**src/rtl/puf_pkg.sv**
```systemverilog
// Shared types and constants for the PUF challenge sequencer.
// Holds the sequencer state encoding and the challenge LFSR definition.
package puf_pkg;

    typedef enum logic [2:0] {
        IDLE,
        CLEAR,
        LAUNCH,
        SETTLE,
        CAPTURE,
        NEXT,
        DONE
    } puf_state_t;

    // Right-shifting Galois form of x^8+x^6+x^5+x^4+1
    localparam logic [7:0] LFSR_POLY          = 8'hB8;
    localparam logic [7:0] LFSR_SEED_ZERO_SUB = 8'h01;

    function automatic logic [7:0] lfsr_next(input logic [7:0] s);
        return {1'b0, s[7:1]} ^ (s[0] ? LFSR_POLY : 8'h00);
    endfunction

endpackage

```
**src/rtl/puf_lfsr8.sv**
```systemverilog
// 8-bit Galois LFSR that generates the challenge sequence.
// A load takes priority over a step; the all-zero lock-up seed is the caller's concern.
module puf_lfsr8
    import puf_pkg::*;
(
    input  logic       clk,
    input  logic       rst,
    input  logic       load,
    input  logic [7:0] load_val,
    input  logic       step,
    output logic [7:0] state
);

    always_ff @(posedge clk) begin
        if (rst) begin
            state <= 8'h00;
        end else if (load) begin
            state <= load_val;
        end else if (step) begin
            state <= lfsr_next(state);
        end
    end

endmodule

```
**src/rtl/puf_challenge_sequencer.sv**
```systemverilog
// Arbiter-PUF challenge sequencer: steps an LFSR through N_CHAL challenges and collects one bit each.
// Define PUF_MAJORITY_VOTE_EN to evaluate every challenge VOTES times and keep the majority.
module puf_challenge_sequencer
    import puf_pkg::*;
#(
    parameter int N_CHAL        = 16,
    parameter int SETTLE_CYCLES = 8,
    parameter int VOTES         = 5
) (
    input  logic              clk,
    input  logic              rst,
    input  logic              start,
    input  logic [7:0]        seed,
    output logic [7:0]        ch,
    output logic              mux_in,
    output logic              arb_rst,
    input  logic              resp,
    output logic              busy,
    output logic              done,
    output logic [N_CHAL-1:0] resp_word
);

    localparam int IDX_W = (N_CHAL > 1) ? $clog2(N_CHAL) : 1;

    puf_state_t       state;
    logic [7:0]       cnt;
    logic [IDX_W-1:0] idx;
    logic             res_bit;
    logic             resp_meta;
    logic             resp_s;
    logic             last_chal;
    logic             lfsr_load;
    logic             lfsr_step;
    logic [7:0]       load_val;

    // resp comes from the free-running arbiter and has no timing relation to clk
    always_ff @(posedge clk) begin
        if (rst) begin
            resp_meta <= 1'b0;
            resp_s    <= 1'b0;
        end else begin
            resp_meta <= resp;
            resp_s    <= resp_meta;
        end
    end

    assign last_chal = (idx == IDX_W'(N_CHAL - 1));
    assign load_val  = (seed == 8'h00) ? LFSR_SEED_ZERO_SUB : seed;
    assign lfsr_load = (state == IDLE) && start;
    assign lfsr_step = (state == NEXT) && !last_chal;

    puf_lfsr8 u_lfsr (
        .clk      (clk),
        .rst      (rst),
        .load     (lfsr_load),
        .load_val (load_val),
        .step     (lfsr_step),
        .state    (ch)
    );

`ifdef PUF_MAJORITY_VOTE_EN
    logic [3:0] vote_idx;
    logic [3:0] ones_cnt;
`endif

    always_ff @(posedge clk) begin
        if (rst) begin
            state     <= IDLE;
            cnt       <= 8'd0;
            idx       <= '0;
            res_bit   <= 1'b0;
            resp_word <= '0;
            mux_in    <= 1'b0;
            arb_rst   <= 1'b1;
            busy      <= 1'b0;
            done      <= 1'b0;
`ifdef PUF_MAJORITY_VOTE_EN
            vote_idx  <= 4'd0;
            ones_cnt  <= 4'd0;
`endif
        end else begin
            done <= 1'b0;
            case (state)
                IDLE: begin
                    if (start) begin
                        idx       <= '0;
                        resp_word <= '0;
                        cnt       <= 8'd0;
                        busy      <= 1'b1;
`ifdef PUF_MAJORITY_VOTE_EN
                        vote_idx  <= 4'd0;
                        ones_cnt  <= 4'd0;
`endif
                        state     <= CLEAR;
                    end
                end
                CLEAR: begin
                    if (cnt == 8'd1) begin
                        arb_rst <= 1'b0;
                        mux_in  <= 1'b1;
                        state   <= LAUNCH;
                    end else begin
                        cnt <= cnt + 8'd1;
                    end
                end
                LAUNCH: begin
                    cnt   <= 8'd0;
                    state <= SETTLE;
                end
                SETTLE: begin
                    if (cnt == 8'(SETTLE_CYCLES - 1)) begin
                        state <= CAPTURE;
                    end else begin
                        cnt <= cnt + 8'd1;
                    end
                end
                CAPTURE: begin
                    mux_in  <= 1'b0;
                    arb_rst <= 1'b1;
                    cnt     <= 8'd0;
`ifdef PUF_MAJORITY_VOTE_EN
                    if (vote_idx == 4'(VOTES - 1)) begin
                        res_bit  <= (ones_cnt + {3'b000, resp_s}) > 4'(VOTES / 2);
                        vote_idx <= 4'd0;
                        ones_cnt <= 4'd0;
                        state    <= NEXT;
                    end else begin
                        vote_idx <= vote_idx + 4'd1;
                        ones_cnt <= ones_cnt + {3'b000, resp_s};
                        state    <= CLEAR;
                    end
`else
                    res_bit <= resp_s;
                    state   <= NEXT;
`endif
                end
                NEXT: begin
                    resp_word[idx] <= res_bit;
                    if (last_chal) begin
                        busy  <= 1'b0;
                        done  <= 1'b1;
                        state <= DONE;
                    end else begin
                        idx   <= idx + 1'b1;
                        state <= CLEAR;
                    end
                end
                DONE: begin
                    state <= IDLE;
                end
                default: begin
                    state <= IDLE;
                end
            endcase
        end
    end

endmodule

```
**config.mk**
```make
export PLATFORM = sky130hd
export DESIGN_NAME = puf_challenge_sequencer
export DESIGN_NICKNAME = d
export VERILOG_FILES = /design/src/rtl/puf_pkg.sv /design/src/rtl/puf_lfsr8.sv /design/src/rtl/puf_challenge_sequencer.sv
export SDC_FILE = /design/constraint.sdc
export NUM_CORES = 1
export LEC_CHECK = 0
export CORE_MARGIN = 5
export CORE_UTILIZATION = 50
export DETAILED_ROUTE_END_ITERATION = 10
export PLACE_DENSITY = 0.76
export SLEW_MARGIN = 15
export SYNTH_ARGS = -nofsm -noshare
export SYNTH_HDL_FRONTEND = slang
export SYNTH_HIERARCHICAL = 1
export SYNTH_SLANG_ARGS = --single-unit
```
**constraint.sdc**
```tcl
create_clock -name clk -period 4.59 [get_ports clk]
set_clock_uncertainty 0.2 [all_clocks]
set_input_delay 0.918 -clock clk [delete_from_list [all_inputs] [get_ports clk]]
set_output_delay 0.918 -clock clk [all_outputs]
set_load 0.01 [all_outputs]
```
### After elaboration in Yosys (flattened, before gate mapping)

Cells that the tools add are included.

| cells by class | value |
|---|---|
| bitwise logic cells | 2 |
| order comparisons | 2 |
| add/subtract/negate cells | 2 |
| mux-type cells | 29 |
| reduce and logical (&&, ||, !) cells | 18 |
| equal/unequal tests | 15 |

Operators with widths:

| kind | count |
|---|---|
| $mux W8 | 7 |
| $pmux W16 S2 | 1 |
| $pmux W8 S4 | 1 |
| $pmux W3 S6 | 1 |
| $bwmux W16 | 1 |
| $mux W16 | 1 |
| $ne A2 B2 Y1 const B | 7 |
| $mux W3 | 4 |
| $reduce_and A3 Y1 | 3 |
| $add A8 B1 Y8 const B | 1 |
| $eq A8 B1 Y1 const B | 1 |
| $eq A8 B3 Y1 const B | 1 |
| $logic_not A8 Y1 | 1 |
| $mux W4 | 2 |
| $pmux W4 S2 | 1 |
| $xor A7 B8 Y8 | 1 |
| $eq A3 B2 Y1 const B | 2 |
| $eq A3 B3 Y1 const B | 2 |
| $mux W1 | 6 |
| $pmux W1 S2 | 3 |
| $reduce_bool A2 Y1 | 3 |
| $lt A4 B5 Y1 const B | 1 |
| $add A4 B1 Y4 const B | 1 |
| $demux W1 S4 | 1 |
| other kinds (11) | 15 |

| storage, ports and cells | value |
|---|---|
| flip-flop bits (word level) | 46 |
| output and inout bits | 28 |

### Longest topological paths before layout

Gate-level depths: netlist of run 1.

| logic depth | value |
|---|---|
| word-level depth | 6 |
| depth in mapped cells | 7 |
| mapped depth without buffers | 6 |

### By module

Netlist of run 1, hierarchy kept.

By module, submodules not included:

| module | seq. area each (sq um) | area each (sq um) | cells an instance | times used |
|---|---|---|---|---|
| puf_challenge_sequencer | 760.7 | 1,905.6 | 233 | 1 |
| puf_lfsr8 | 160.2 | 431.7 | 41 | 1 |

### Worst setup path before layout of run 1

No wires, ideal clock.

| path | value |
|---|---|
| path kind | input to register |
| start point | input start |
| end point | register u_lfsr.state[3] |
| setup slack | 2,374 ps |
| arrival time | 1,934 ps |
| data required time | 4,307 ps |
| library setup time | 83 ps |
| stages | 5 |
| buffers on the path | 1 |
| cell sequence | nand3b_1 > inv_1 > buf_6 > or3b_4 > o221ai_1 |

| on the way | value |
|---|---|
| longest elaborated chain between the ends | 2 |

RTL lines:

| item | line | source |
|---|---|---|
| start, declared | puf_challenge_sequencer.sv:12 | `input logic start,` |
| $logic_and A1 B1 Y1 (*) | puf_challenge_sequencer.sv:49 | `assign lfsr_load = (state == IDLE) && start;` |
| net lfsr_load | puf_challenge_sequencer.sv:32 | `logic lfsr_load;` |
| $mux W8 / $reduce_bool A2 Y1 (equally long branches) | n/a |  |
| end signal, assigned | puf_lfsr8.sv:18 | `state <= load_val;` |
| end signal, assigned | puf_lfsr8.sv:20 | `state <= lfsr_next(state);` |
| end, declared | puf_lfsr8.sv:11 | `output logic [7:0] state` |

The timed path passes the listed nets; every way through them passes the cells marked *.
A chain may end at the register's enable or synchronous reset.

==> results.toml, run 1 <==
[route]
vias_per_cell = 5.83
firstDrtPassIters = 4
drc_errors = 0
first_iter_violations = 188
routedWlPerCell_um = 14.4
route.antenna.remaining_nets = 0
vias = 2042
wl_um = 5050

[cts]
ctsResizeCount = 0
insertion_delay_ns = 0.30
cts_setup_buffers = 0
cts.sinks = 46
cts_tree = "yes"
cts_made_buffers = 5
cts_root_buf = "clkbuf_8"
cts_hold_buf = 0
clkTransAtPathRegs_ns = 0.09
cts.path.max_buffers = 2
htreeDepth = 2

[logic_synthesis]
ys_top_cells_by_area = "dfxtp_1, nand2_1, mux2i_1"
synthCells = 274
ys_ff_latch = 46
synth.distinct_cells = 50
yosysWarnings = 6
synth_edf_count = 0
synth.cell_area_mm2 = 0.00234
syn_nets = 292
synth_top_area_frac = 0.394
yosys.area.top_type = "dfxtp_1"
syn_avg_cell_area_um2 = 8.53
ys_seq_area_frac = 0.394
synthFlopType = "dfxtp_1"
postSynth.asyncResetShare = 0

[setup_path]
worstPathMaxFanout = 13
cp-start-kind = "flop"
r2r-end = "u_lfsr/state[5]$_SDFFE_PP0P_"
timing.rr.start = "state[2]$_SDFFE_PP0P_"
cp_slowest_stage_delay_ns = 0.87
worstPathCellList = "nand3b_1 -> nor2_1 -> or3b_4 -> o221ai_1"
slowest_stage = "nor2_1"
required_ns = 4.60
worstSetupPathDepth = 4
crit_path_end_kind = "flop"
crit_family = "simple AND/OR/NAND/NOR gates"
worstPathArrival_ns = 2.79
crit_buf_inv = 0
ff2ff_path_depth = 4
crit_type = "reg -> reg"
r2r_slack_ns = 1.81

[layout]
n_fill_cell = 425
fin_nets = 315
finalNonFillerCells = 350
synthToLayoutAreaGrowth_pct = 19.9
antenna_cells = 0
drive_gt1_frac = 0.0738

[die]
die_x_um = 78.4
io_pins = 40
floorplan.rows = 24
core-area_mm2 = 0.00444
die_area_mm2 = 0.00614
initial_core_util = 0.526
die_y_um = 78.4

[sta]
maxSlewHeadroom = 0.361
rsz0062_at_grt = "false"
layout_min_cycle_time_ns = 2.78
setup_viol = 0
tightest_slew_ns = 0.955
hold_violations = 0
timing.fmax_ghz = 0.359
fin_crit_sh = 0.606
slew_viol_final = 0
finalSetupTns_ns = 0

[global_route]
grt_overflow = 0
antenna_found_initial = 0
track_usage = 0.170
grt_max_degree = 37
grt_pass1_wl_um = 8640
grt_pass1_vias = 1884

[power_and_ir_drop]
ir_drop_uv = 146
p_switching_mw = 0.197
leakage_nw = 1.06
power.share.clock = 0.355
internal_power_mw = 0.610
switching_share = 0.244
seqPwrFrac = 0.525
pwr-share-comb = 0.120
powerDensity_mw_per_mm2 = 288

[min_path]
whs_path_depth = 1
min-delay-start = "resp_meta$_SDFF_PP0_"
hold_path_end = "resp_s$_SDFF_PP0_"
hold_path_class = "reg -> reg"

[placement]
hpwl_um = 3520
port_buffers = 39
gp_congestion = 0.812
place_inst = 342

[job]
maxCapViolations = 0

[outcome]
outcome = "complete, no violations"
==> power by group through the flow <==
stage / clock [mW] / sequential, mW / combinational (mW)
2_1_floorplan: 0 / 0.430 / 0.0633
3_3_place_gp: 0 / 0.433 / 0.0962
3_5_place_dp: 0 / 0.433 / 0.0970
4_1_cts: 0.292 / 0.424 / 0.0977
5_1_grt: 0.310 / 0.426 / 0.107
6_report: 0.287 / 0.424 / 0.0967
==> synthesized netlist by cell type (4+ instances only) <==
cell type and count:
mux2i_1 11, nor3_1 6, nand2_1 34, nor2b_1 5, nor2_1 18, and3_1 6, nand3_1 17, ha_1 6
dfxtp_1 46, inv_1 8, a211oi_1 5, a21oi_1 19, o211ai_1 9, xnor2_1 4, clkbuf_1 19, nor2b_2 5
==> how the worst max path moves through the flow <==
stage	end	start	slack (ns)
final	u_lfsr/state[5]$_SDFFE_PP0P_	state[2]$_SDFFE_PP0P_	1.81
after global routing	resp_word[12]$_SDFFE_PP0P_	start	1.60
after CTS	resp_word[12]$_SDFFE_PP0P_	start	1.81
after detailed placement	resp_word[12]$_SDFFE_PP0P_	start	1.52
after global placement	resp_word[12]$_SDFFE_PP0P_	start	1.55
after floorplan	u_lfsr/state[3]$_SDFFE_PP0P_	start	2.37
==> cells by family after synthesis <==
group,Yosys count,synth area share
xor+xnor,4,0.0150
flops,46,0.394
simple gates,114,0.259
buf+inv,32,0.0594
mux,12,0.0535
fa+ha+maj,6,0.0321
compound gates,60,0.187
==> placed cells by master, fill, tap and decap left out, types with 4 or more instances in the layout <==
master | netlist | final
clkbuf_8 | 0 | 8
nor2_1 | 18 | 18
mux2i_1 | 11 | 11
nor3_1 | 6 | 6
nand2_1 | 34 | 34
inv_1 | 8 | 8
and3_1 | 6 | 6
nor2b_1 | 5 | 5
dfxtp_1 | 46 | 46
ha_1 | 6 | 6
o211ai_1 | 9 | 9
a21oi_1 | 19 | 19
nand3_1 | 17 | 17
nor2b_2 | 5 | 5
clkdlybuf4s50_1 | 0 | 39
xnor2_1 | 4 | 4
a211oi_1 | 5 | 5
==> flip-flops by register name (all words and copies together) (netlist names) <==
name,count
resp_meta,1
res_bit,1
state,3
done,1
busy,1
idx,4
resp_s,1
resp_word,16
mux_in,1
cnt,8
arb_rst,1
u_lfsr/state,8
==> metrics by stage <==
stage                     setup WS [ns]  instance area [um^2]  power [mW]  hold WS [ns]   util
after floorplan                    2.37                  2340       0.494         0.214      -
after global placement             1.55                  2690       0.529         0.225  0.606
after detailed placement           1.52                  2690       0.530         0.237  0.606
after CTS                          1.81                  2800       0.813         0.256  0.630
after global routing               1.60                  2800       0.842         0.264  0.630
final                              1.81                  2800       0.807         0.249  0.630
==> metal layers <==
layer,vias up,track usage,wire length [um]
met5,-,0,0
met4,0,0.0577,73
met3,7,0.0492,298
met2,61,0.280,2260
met1,946,0.214,2420
li1,1028,-,-
==> final cells by class <==
type	instances	area, um^2	area share
Multi-Input combinational cell	196	1280	0.456
Sequential cell	46	921	0.329
Timing Repair Buffer	40	398	0.142
Clock buffer	8	110	0.0393
Tap cell	52	65.1	0.0232
Inverter	8	30.0	0.0107
(Power assumes the default switching activity.)
==> inputs of run 2 (changes only) <==
--- a/config.mk
+++ b/config.mk
@@ -6,9 +6,9 @@
 export NUM_CORES = 1
 export LEC_CHECK = 0
 export CORE_MARGIN = 5
-export CORE_UTILIZATION = 50
+export CORE_UTILIZATION = 47
 export DETAILED_ROUTE_END_ITERATION = 10
-export PLACE_DENSITY = 0.76
+export PLACE_DENSITY = 0.75
 export SLEW_MARGIN = 15
 export SYNTH_ARGS = -nofsm -noshare
 export SYNTH_HDL_FRONTEND = slang
==> constraint.sdc (replaced) <==
create_clock -name clk -period 2.39 [get_ports clk]
set_clock_uncertainty 0.2 [all_clocks]
set_input_delay 0.478 -clock clk [delete_from_list [all_inputs] [get_ports clk]]
set_output_delay 0.478 -clock clk [all_outputs]
set_load 0.01 [all_outputs]
==> run 2 against run 1 <==
Compared with the run above: non-clock buffer count is 11 higher; largest power group unchanged; clock power up 70%; sequential cell count unchanged; register-to-register slack worse by 1.7 ns; sequential share of layout area fell by 0.98 points; die area grew 5.6%.
==> results.toml, run 2 (same netlist as run 1, synthesis figures left out) <==
[outcome]
outcome = "complete, no violations"

[sta]
slew_viol_final = 0
maxSlewHeadroom = 0.665
layout_min_cycle_time_ns = 2.24
hold_violations = 0
timing.fmax_ghz = 0.447
setup_viol = 0
fin_crit_sh = 0.936
tightest_slew_ns = 0.500

[route]
firstDrtPassIters = 4
drc_errors = 0
wl_um = 5190
first_iter_violations = 135
vias_per_cell = 5.58
vias = 2098
route.antenna.remaining_nets = 0
routedWlPerCell_um = 13.8

[layout]
fin_nets = 326
final_common_cell = "dfxtp_1"
largest_register_ffs = 16
drive_gt1_frac = 0.110
top_regs = "resp_word: 16 flops, cnt: 8 flops, u_lfsr/state: 8 flops"
regMostFlops = "resp_word"
fin_area_mm2 = 0.00289
fin_util = 0.604
layout_common_cells = "dfxtp_1, clkdlybuf4s50_1, nand2_1, a21oi_1, nor2_1"
antenna_cells = 0
synthToLayoutAreaGrowth_pct = 23.7

[job]
maxCapViolations = 0

[power_and_ir_drop]
power.share.clock = 0.325
powerDensity_mw_per_mm2 = 519
pwr-share-comb = 0.133
ir_drop_uv = 241
internal_power_mw = 1.12
seqPwrFrac = 0.542
p_switching_mw = 0.379
leakage_nw = 1.11
switching_share = 0.252
p_total_mw = 1.50

[die]
core-area_mm2 = 0.00479
floorplan.rows = 25
die_x_um = 80.5
io_pins = 40
die_y_um = 80.5
initial_core_util = 0.488
die_area_mm2 = 0.00648

[setup_path]
cp-start-kind = "flop"
crit_type = "reg -> reg"
worstPathArrival_ns = 2.25
crit_buf_inv = 2
required_ns = 2.40
worstPathMaxFanout = 6
crit_family = "compound AO/OA/AOI/OAI gates"
crit_path_end_kind = "flop"
slowest_stage = "or3b_4"
cp_slowest_stage_delay_ns = 0.40
worstPathCellList = "inv_1 -> ha_1 -> or3b_4 -> a2111oi_4 -> buf_4 -> o21bai_1 -> a221oi_2"

[global_route]
antenna_found_initial = 0
grt_overflow = 0
grt_pass1_vias = 1853
grt_pass1_wl_um = 8670
grt_max_degree = 20
track_usage = 0.168

[cts]
cts_tree = "yes"
cts_root_buf = "clkbuf_8"
insertion_delay_ns = 0.30
clkTransAtPathRegs_ns = 0.08
cts_made_buffers = 5
htreeDepth = 2
cts.path.max_buffers = 2
cts.sinks = 46

[placement]
post_dp_cell_area_mm2 = 0.00279
gp_congestion = 0.870
port_buffers = 39
hpwl_um = 3790

[min_path]
hold_path_class = "reg -> reg"
## run 2: stage by stage
step / worst slack, ns / std cells / setup TNS [ns] / hold WS (ns)
2_1_floorplan: 0.254 / 274 / 0 / 0.214
3_3_place_gp: 0.203 / 368 / 0 / 0.223
3_5_place_dp: 0.172 / 368 / 0 / 0.224
4_1_cts: 0.166 / 376 / 0 / 0.245
5_1_grt: -0.00189 / 376 / -0.00189 / 0.269
6_report: 0.153 / 376 / 0 / 0.244
## run 2: timing repair
item	in CTS	in global routing
buffers inserted	0	0
hold buffers	0	0
resized for setup	0	2
endpoints found under the setup margin	0	1
endpoints found under the hold margin	0	0
## run 2: routing by layer
layer,vias to the layer above,track usage,routed length [um]
li1,1054,-,-
met1,974,0.229,2460
met2,61,0.261,2380
met3,9,0.0460,284
met4,0,0.0456,63
met5,-,0,0
## run 2: power by group through the flow
stage | Combinational, mW | Clock [mW] | Sequential, mW
floorplan | 0.122 | 0 | 0.827
global placement | 0.195 | 0 | 0.831
detailed placement | 0.197 | 0 | 0.832
CTS | 0.199 | 0.503 | 0.814
global route | 0.218 | 0.537 | 0.818
finish | 0.199 | 0.488 | 0.814
## run 2: path summary, 6_finish.rpt
path                        startpoint                    end  slack [ns]  cells after the start
setup / recovery   cnt[1]$_SDFFE_PP0P_  state[1]$_SDFFE_PP0P_        0.15                      7
hold / removal    resp_meta$_SDFF_PP0_      resp_s$_SDFF_PP0_        0.24                      1
setup reg to reg   cnt[1]$_SDFFE_PP0P_  state[1]$_SDFFE_PP0P_        0.15                      7
hold reg to reg   resp_meta$_SDFF_PP0_      resp_s$_SDFF_PP0_        0.24                      1
## run 2: final cells by class
| type | count | area [um^2] |
|---|---|---|
| clock buffer | 7 | 86.3 |
| multi-input combinational | 196 | 1280 |
| sequential | 46 | 922 |
| inverter | 8 | 30.0 |
| clock inverter | 1 | 5.00 |
| fill | 443 | 1890 |
| timing repair buffer | 51 | 480 |
| tap | 67 | 83.8 |
## run 2: worst register-to-register path, delay by kind of cell, from the launching register on
family                   cells  cell delay (ns)
buffers and inverters        2             0.28
AND/OR/NAND/NOR              1             0.40
flip-flops                   1             0.35
adder cells (fa/ha/maj)      1             0.16
AO/OA/AOI/OAI                3             0.75
==> inputs of run 3 (changes only) <==
--- a/config.mk
+++ b/config.mk
@@ -6,9 +6,8 @@
 export NUM_CORES = 1
 export LEC_CHECK = 0
 export CORE_MARGIN = 5
-export CORE_UTILIZATION = 47
+export CORE_UTILIZATION = 35
 export DETAILED_ROUTE_END_ITERATION = 10
-export PLACE_DENSITY = 0.75
 export SLEW_MARGIN = 15
 export SYNTH_ARGS = -nofsm -noshare
 export SYNTH_HDL_FRONTEND = slang
==> run 3 against run 2 <==
Compared with the run above: die area rose by 30%; critical endpoint unchanged; global-route usage fell by 3.3 points; final area rose by 2.4%; register-to-register slack barely moved; fmax rose by 0.63%; final cell count rose by 2.7%; largest power group unchanged; combinational power barely moved; highest routed layer unchanged.
==> results.toml, run 3 (same netlist as run 1, synthesis figures left out) <==
[outcome]
outcome = "complete, no violations"

[cts]
cts.sinks = 46
clkTransAtPathRegs_ns = 0.09
htreeDepth = 2
cts.path.max_buffers = 2
cts_tree = "yes"
cts_made_buffers = 5
cts_setup_buffers = 0
cts_root_buf = "clkbuf_8"
insertion_delay_ns = 0.30
ctsResizeCount = 0
cts_hold_buf = 0

[layout]
top_regs = "resp_word: 16 flops, cnt: 8 flops, u_lfsr/state: 8 flops"
antenna_cells = 0
final_common_cell = "dfxtp_1"
synthToLayoutAreaGrowth_pct = 26.7
largest_register_ffs = 16
regMostFlops = "resp_word"
drive_gt1_frac = 0.107
layout_common_cells = "dfxtp_1, clkdlybuf4s50_1, nand2_1, a21oi_1, nor2_1"
fin_util = 0.461
fin_nets = 326

[sta]
maxSlewHeadroom = 0.672
slew_viol_final = 0
rsz0062_at_grt = "false"
timing.final.ws_setup_ns = 0.167
layout_min_cycle_time_ns = 2.22
tightest_slew_ns = 0.490
setup_viol = 0
timing.fmax_ghz = 0.450
finalSetupTns_ns = 0
hold_violations = 0
fin_crit_sh = 0.930

[global_route]
grt_max_degree = 36
grt_pass1_wl_um = 9560
grt_pass1_vias = 2020
grt_overflow = 0
track_usage = 0.136
antenna_found_initial = 0

[route]
vias_per_cell = 5.28
first_iter_violations = 79
vias = 2039
route.antenna.remaining_nets = 0
wl_um = 5430
routedWlPerCell_um = 14.1
firstDrtPassIters = 4
drc_errors = 0

[placement]
hpwl_um = 3910
place_ws_ns = 0.166
gp_congestion = 0.795
port_buffers = 39

[die]
die_y_um = 91.7
die_area_mm2 = 0.00841
core-area_mm2 = 0.00642
floorplan.rows = 29
io_pins = 40
initial_core_util = 0.364
die_x_um = 91.7

[power_and_ir_drop]
power.share.clock = 0.413
pwr-share-comb = 0.117
internal_power_mw = 1.34
p_switching_mw = 0.394
switching_share = 0.228
powerDensity_mw_per_mm2 = 585
ir_drop_uv = 212
leakage_nw = 1.13
seqPwrFrac = 0.470

[setup_path]
setup.worst_path.end = "state[1]$_SDFFE_PP0P_"
startpoint = "cnt[0]$_SDFFE_PP0P_"
r2r-end = "state[1]$_SDFFE_PP0P_"
cp-start-kind = "flop"
crit_path_end_kind = "flop"
ff2ff_path_depth = 6
worstPathArrival_ns = 2.23
timing.rr.start = "cnt[0]$_SDFFE_PP0P_"
required_ns = 2.40
r2r_slack_ns = 0.17
worstPathMaxFanout = 6
crit_type = "reg -> reg"

[min_path]
hold_path_class = "reg -> reg"
min-delay-start = "resp_meta$_SDFF_PP0_"

[job]
maxCapViolations = 0
==> run 3: per-layer routing <==
metal / vias to the layer above / global-route usage / routed length (um)
li1: 1045 / - / -
met1: 944 / 0.188 / 2790
met2: 42 / 0.202 / 2280
met3: 8 / 0.0434 / 292
met4: 0 / 0.0396 / 60
met5: - / 0 / 0
==> run 3: worst min path at each step <==
stage          slack (ns)           endpoint  cells after the start
4_1_cts              0.25  resp_s$_SDFF_PP0_                      1
5_1_grt              0.29  resp_s$_SDFF_PP0_                      1
6_report             0.25  resp_s$_SDFF_PP0_                      1
2_1_floorplan        0.21  resp_s$_SDFF_PP0_                      1
3_3_place_gp         0.23  resp_s$_SDFF_PP0_                      1
3_5_place_dp         0.23  resp_s$_SDFF_PP0_                      1
==> run 3: power by group through the flow <==
stage               clock network, mW  registers, mW  logic (mW)
floorplan                           0          0.827       0.122
global placement                    0          0.831       0.201
detailed placement                  0          0.830       0.203
CTS                             0.733          0.813       0.204
global route                    0.765          0.818       0.224
finish                          0.716          0.813       0.202
==> run 3: cell type report <==
class,count,area (um^2)
Tap cell,77,96.3
Sequential cell,46,921
Fill cell,624,3460
Clock inverter,2,60.1
Timing Repair Buffer,51,493
Clock buffer,6,82.6
Multi-Input combinational cell,196,1280
Inverter,8,30.0
==> run 3: critical path, stage by stage (launching register included) <==
cell and delay, ns:
dfxtp_1 0.42, ha_1 0.19, or3b_4 0.40, a2111oi_4 0.39, buf_4 0.20, o21bai_1 0.07, a221oi_1 0.25
==> run 3: stage by stage <==
step | cell area (um^2) | hold WS, ns | std cells | power [mW]
floorplan | 2340 | 0.214 | 274 | 0.948
global placement | 2820 | 0.234 | 378 | 1.03
detailed placement | 2820 | 0.230 | 378 | 1.03
CTS | 2960 | 0.252 | 386 | 1.75
global route | 2960 | 0.287 | 386 | 1.81
finish | 2960 | 0.252 | 386 | 1.73
